===== src/rtl/jy_mult_sched.sv =====
// Shares one iterative 8x8 multiplier between the JY $5800/$5801 port (A) and the
// MMC5 $5205/$5206 port (B): latches requests, arbitrates round-robin, returns products.
module jy_mult_sched #(
  parameter int          TIMEOUT   = 15,
  parameter logic [15:0] ABORT_VAL = 16'hFFFF
) (
  input  logic        clk,
  input  logic        reset_n,
  input  logic        ce,
  input  logic        req_a,
  input  logic [7:0]  a_op1,
  input  logic [7:0]  a_op2,
  output logic [15:0] res_a,
  output logic        done_a,
  output logic        busy_a,
  input  logic        req_b,
  input  logic [7:0]  b_op1,
  input  logic [7:0]  b_op2,
  output logic [15:0] res_b,
  output logic        done_b,
  output logic        busy_b,
  output logic        mul_start,
  output logic [7:0]  mul_a,
  output logic [7:0]  mul_b,
  input  logic [15:0] mul_p,
  input  logic        mul_done,
  output logic        timeout_err
);

  localparam int TW = $clog2(TIMEOUT + 1);

  typedef enum logic [1:0] {
    S_IDLE,
    S_LAUNCH,
    S_GUARD,
    S_WAIT
  } state_t;

  state_t        state, state_next;
  logic          pend_a, pend_b;
  logic [7:0]    lat_a1, lat_a2, lat_b1, lat_b2;
  logic          owner_b;
  logic          last_grant_b;
  logic [TW-1:0] timer;
  logic          grant, grant_b, finish;

  always_ff @(posedge clk) begin
    if (!reset_n) state <= S_IDLE;
    else          state <= state_next;
  end

  // Ties go to the port that did not win last; GUARD swallows a done left over from the previous operation.
  always_comb begin
    state_next = state;
    mul_start  = 1'b0;
    grant      = 1'b0;
    grant_b    = 1'b0;
    finish     = 1'b0;
    case (state)
      S_IDLE: begin
        if (pend_a || pend_b) begin
          grant      = 1'b1;
          grant_b    = pend_b && (!pend_a || !last_grant_b);
          state_next = S_LAUNCH;
        end
      end
      S_LAUNCH: begin
        mul_start = 1'b1;
        if (ce) state_next = S_GUARD;
      end
      S_GUARD: state_next = S_WAIT;
      S_WAIT: begin
        if (mul_done || timer == TW'(TIMEOUT)) begin
          finish     = 1'b1;
          state_next = S_IDLE;
        end
      end
      default: state_next = S_IDLE;
    endcase
  end

  always_ff @(posedge clk) begin
    if (!reset_n) begin
      pend_a       <= 1'b0;
      pend_b       <= 1'b0;
      lat_a1       <= '0;
      lat_a2       <= '0;
      lat_b1       <= '0;
      lat_b2       <= '0;
      owner_b      <= 1'b0;
      last_grant_b <= 1'b1;
      timer        <= '0;
      mul_a        <= '0;
      mul_b        <= '0;
      res_a        <= '0;
      res_b        <= '0;
      done_a       <= 1'b0;
      done_b       <= 1'b0;
      timeout_err  <= 1'b0;
    end else begin
      done_a <= 1'b0;
      done_b <= 1'b0;

      // A fresh request outranks the grant-time clear, so a re-request is never lost.
      if (req_a) begin
        pend_a <= 1'b1;
        lat_a1 <= a_op1;
        lat_a2 <= a_op2;
      end else if (grant && !grant_b) begin
        pend_a <= 1'b0;
      end
      if (req_b) begin
        pend_b <= 1'b1;
        lat_b1 <= b_op1;
        lat_b2 <= b_op2;
      end else if (grant && grant_b) begin
        pend_b <= 1'b0;
      end

      if (grant) begin
        owner_b <= grant_b;
        mul_a   <= grant_b ? lat_b1 : lat_a1;
        mul_b   <= grant_b ? lat_b2 : lat_a2;
      end

      if (state == S_LAUNCH && ce) begin
        last_grant_b <= owner_b;
        timer        <= '0;
      end else if (state == S_WAIT) begin
        timer <= timer + 1'b1;
      end

      if (finish) begin
        if (owner_b) begin
          res_b  <= mul_done ? mul_p : ABORT_VAL;
          done_b <= 1'b1;
        end else begin
          res_a  <= mul_done ? mul_p : ABORT_VAL;
          done_a <= 1'b1;
        end
        if (!mul_done) timeout_err <= 1'b1;
      end
    end
  end

  assign busy_a = pend_a || (!owner_b && state != S_IDLE);
  assign busy_b = pend_b || ( owner_b && state != S_IDLE);

endmodule


===== config.mk =====
export PLATFORM = sky130hd
export DESIGN_NAME = jy_mult_sched
export DESIGN_NICKNAME = d
export VERILOG_FILES = /design/src/rtl/jy_mult_sched.sv
export SDC_FILE = /design/constraint.sdc
export NUM_CORES = 1
export LEC_CHECK = 0
export CORE_ASPECT_RATIO = 1.25
export CORE_MARGIN = 1.5
export CORE_UTILIZATION = 50
export CTS_CLUSTER_SIZE = 30
export DETAILED_ROUTE_END_ITERATION = 10
export PLACE_DENSITY = 0.84
export SLEW_MARGIN = 20
export SYNTH_ARGS = -nofsm -noshare
export SYNTH_HDL_FRONTEND = slang
export SYNTH_SLANG_ARGS = --single-unit
export TNS_END_PERCENT = 5

===== constraint.sdc =====
create_clock -name clk -period 2.4 [get_ports clk]
set_input_delay 0.36 -clock clk [delete_from_list [all_inputs] [get_ports clk]]
set_output_delay 0.36 -clock clk [all_outputs]
set_load 0.01 [all_outputs]

==> flow_metrics.tcl <==
set metrics [dict create \
    drt-vias-per-instance 5.53 \
    timing.critical_path.fanout_max 11 \
    post-route-worst-setup-slack_ns 0.150 \
    dieHeight_microns 97.8 \
    cts_tree "built" \
    detailedRoute.firstIterationViolations 83 \
    areaGrowthSynthToFinish_pct 36.3 \
    nNetsFinal 468 \
    timing.critical_path.cells "inv_1 > ha_1 > o21bai_1 > clkdlybuf4s50_1" \
    critical_path.n_buffers_inverters 2 \
    timing.critical_path.arrival_ns 1.89 \
    fraction_of_final_layout_cells_with_drive_strength_greater_than_1_pct 6.05 \
    die_x_extent_microns 78.8 \
    fmax_ghz 0.444 \
    fin_crit_ns 2.25 \
    fp.coreArea_sq_um 6980 \
    nFillCells 549 \
    synth-seq-cells 93 \
    design.portCount 108 \
    setup.worst_path.end_class "primary output" \
    critPathSlowestCell "sky130_fd_sc_hd__clkdlybuf4s50_1" \
    buffer_ports.inserted 107 \
    via_count 2781 \
    grt_antenna_before_repair 0 \
    initial_util_pct 51.5 \
    finalNonFillerCells 503 \
    detailedPlace.worstSlack_ns 0.406 \
    timing.setup.tns_ns 0 \
    synth-seq-area-share_pct 51.8 \
    routed_wire_length_mm 8.35 \
    worst_path_largest_cell_delay_ns 0.59 \
    final.setup_skew_ns 0.00762 \
    cts-hold-fix-buffers 0 \
    ant_nets 0 \
    vdd_ir_drop_max_uv 482 \
    path_clk_slew_ns 0.08 \
    worst_hold_path_type "in -> reg" \
    tritoncts.num_buffers 9 \
    post_cts_resize_count 0 \
    postSynthCellCount 314 \
    synthesis.area_sq_um 3590 \
    timing.max_cap.violations 0 \
    route.detailed.wl_per_inst_microns 16.6 \
    htree_num_levels 3 \
    number_of_rows_in_the_core_area 34 \
    post-dp-hpwl_mm 5.81 \
    static-leakage-power_nw 1.82 \
    clock_tree.root_cell "sky130_fd_sc_hd__clkbuf_8" \
    period_share_pct 93.8 \
    dp.cells 488 \
    grt_remaining_overflow 0 \
    place.gp.congestion 0.727 \
    yosys_warnings 0 \
    timing_hold_violations_final 0 \
    first_pass_grt_wire_length_mm 13.7 \
    ys.flop_type "sky130_fd_sc_hd__dfxtp_1" \
    maximum_number_of_pins_on_one_net_before_global_route_repair 58 \
    worst-setup-path-type "reg -> out" \
    rsz0062_at_grt "false" \
    mappedNetlistNets 373 \
    cts_max_path_buffers 2 \
    grtUsageTotal_pct 22.7 \
    crit_path_start_kind "flip-flop" \
    clock-sinks 93 \
    worst-endpoint-required_ns 2.04 \
    timing_worst_slew_pin_value_ns 0.831 \
    first_pass_iters 6 \
    insertion_delay_ns 0.34 \
    total_die_area_sq_um 7700 \
    grt_pass1_vias 2816 \
    number_of_setup_violations_in_the_final_report 0 \
    drc 0 \
    synth_cell_type_count 36 \
    timing.max_slew.rel_slack_pct 44.3 \
    slew_viol_final 0 \
    synth_edf_count 0 \
    status "finished, final reports clean" \
    powerDensity_nw_per_um2 734 \
    post-route-cell-area_sq_um 4900 \
    critical-path-top-delay-family "buffers and inverters" \
    async_reset_ff_share_pct 0 \
    synth.avg_cell_area_sq_um 11.4 \
    antennaDiodeCount 0 \
    place_area_sq_um 4680 \
    cts.repair_timing.setup_buffer_count 0 \
]
==> final cells by class <==
class	count	area (sq um)	area share [%]
flip-flops and latches	93	1860	38.0
multi-input cells	189	1580	32.2
repair buffers	112	1120	22.8
clock buffers	10	138	2.81
well taps	90	113	2.30
clock inverters	5	75.1	1.53
inverters	4	15.0	0.307
==> flip-flops by register name (all words and copies together) (netlist names) <==
signal,flops
lat_b2,8
res_b,16
timeout_err,1
pend_b,1
pend_a,1
mul_a,8
done_a,1
done_b,1
state,2
lat_a2,8
lat_b1,8
owner_b,1
mul_b,8
res_a,16
lat_a1,8
last_grant_b,1
timer,4
==> cells in the mapped netlist, drive strengths merged, types with 5 or more instances <==
cell type	instances	share of area, %
buf	15	2.4
clkbuf	13	1.4
ha	5	1.7
nor2b	35	6.1
dfxtp	93	52
mux2i	35	9.8
nand3	10	1.4
o2bb2ai	14	3.4
o221a	32	10
nor2	6	0.84
nand2	12	1.3
a32oi	14	3.4
==> where the power goes <==
group	total (W)	internal (W)	leakage, nW	switching [W]
Clock	0.00110	0.000604	0.112	0.000500
Sequential	0.00174	0.00166	0.758	0.0000884
Combinational	0.000746	0.000379	0.948	0.000367
Total	0.00359	0.00264	1.82	0.000955
==> placed cells by master (no fill, tap or decap), types with 2 or more instances in the layout <==
cell and count:
sky130_fd_sc_hd__a21boi_1 2, sky130_fd_sc_hd__a32oi_1 14, sky130_fd_sc_hd__and2_1 2, sky130_fd_sc_hd__buf_4 4, sky130_fd_sc_hd__bufinv_16 2, sky130_fd_sc_hd__clkbuf_8 10
sky130_fd_sc_hd__clkdlybuf4s50_1 106, sky130_fd_sc_hd__clkinv_2 3, sky130_fd_sc_hd__dfxtp_1 93, sky130_fd_sc_hd__ha_1 5, sky130_fd_sc_hd__inv_1 4, sky130_fd_sc_hd__mux2i_1 35
sky130_fd_sc_hd__nand2_1 12, sky130_fd_sc_hd__nand3_1 10, sky130_fd_sc_hd__nand4_1 3, sky130_fd_sc_hd__nor2_1 5, sky130_fd_sc_hd__nor2b_1 35, sky130_fd_sc_hd__o21a_1 3
sky130_fd_sc_hd__o221a_1 32, sky130_fd_sc_hd__o2bb2ai_1 14, sky130_fd_sc_hd__xor2_1 2
==> layer usage <==
| layer | up-vias | track usage (%) | share of wire (%) |
|---|---|---|---|
| met1 | 1302 | 26.6 | 42 |
| met5 | - | 0 | 0 |
| met3 | 7 | 6.82 | 7.5 |
| met4 | 0 | 8.93 | 1.3 |
| li1 | 1354 | - | - |
| met2 | 118 | 38.5 | 49 |
==> metrics by stage <==
step / utilization (%) / hold slack [ns] / power (W)
after floorplan: - / 0.446 / 0.00220
after global placement: 67.1 / 0.448 / 0.00250
after detailed placement: 67.1 / 0.452 / 0.00253
after CTS: 70.2 / 0.441 / 0.00363
after global routing: 70.2 / 0.473 / 0.00377
final: 70.2 / 0.462 / 0.00359
==> logic make-up (layout without fill, tap and decap cells) <==
family	Yosys count	in the layout	synth area share [%]
flip-flops	93	93	51.8
AO/OA/AOI/OAI	73	73	20.0
AND/OR/NAND/NOR	73	73	11.7
multiplexers	35	35	9.76
buffers and inverters	32	131	4.22
adder cells (fa/ha/maj)	5	5	1.74
XOR/XNOR	3	3	0.732
==> worst paths after layout <==
kind              slack, ns  cells past startpoint  startpoint  endpoint
hold / removal         0.46                      2     reset_n    pend_a
hold reg to reg        0.47                      1    mul_b[0]  mul_b[0]
setup reg to reg       0.52                      3    state[0]  res_b[4]
setup / recovery       0.15                      4    state[0]    busy_a
(Power assumes the default switching activity.)
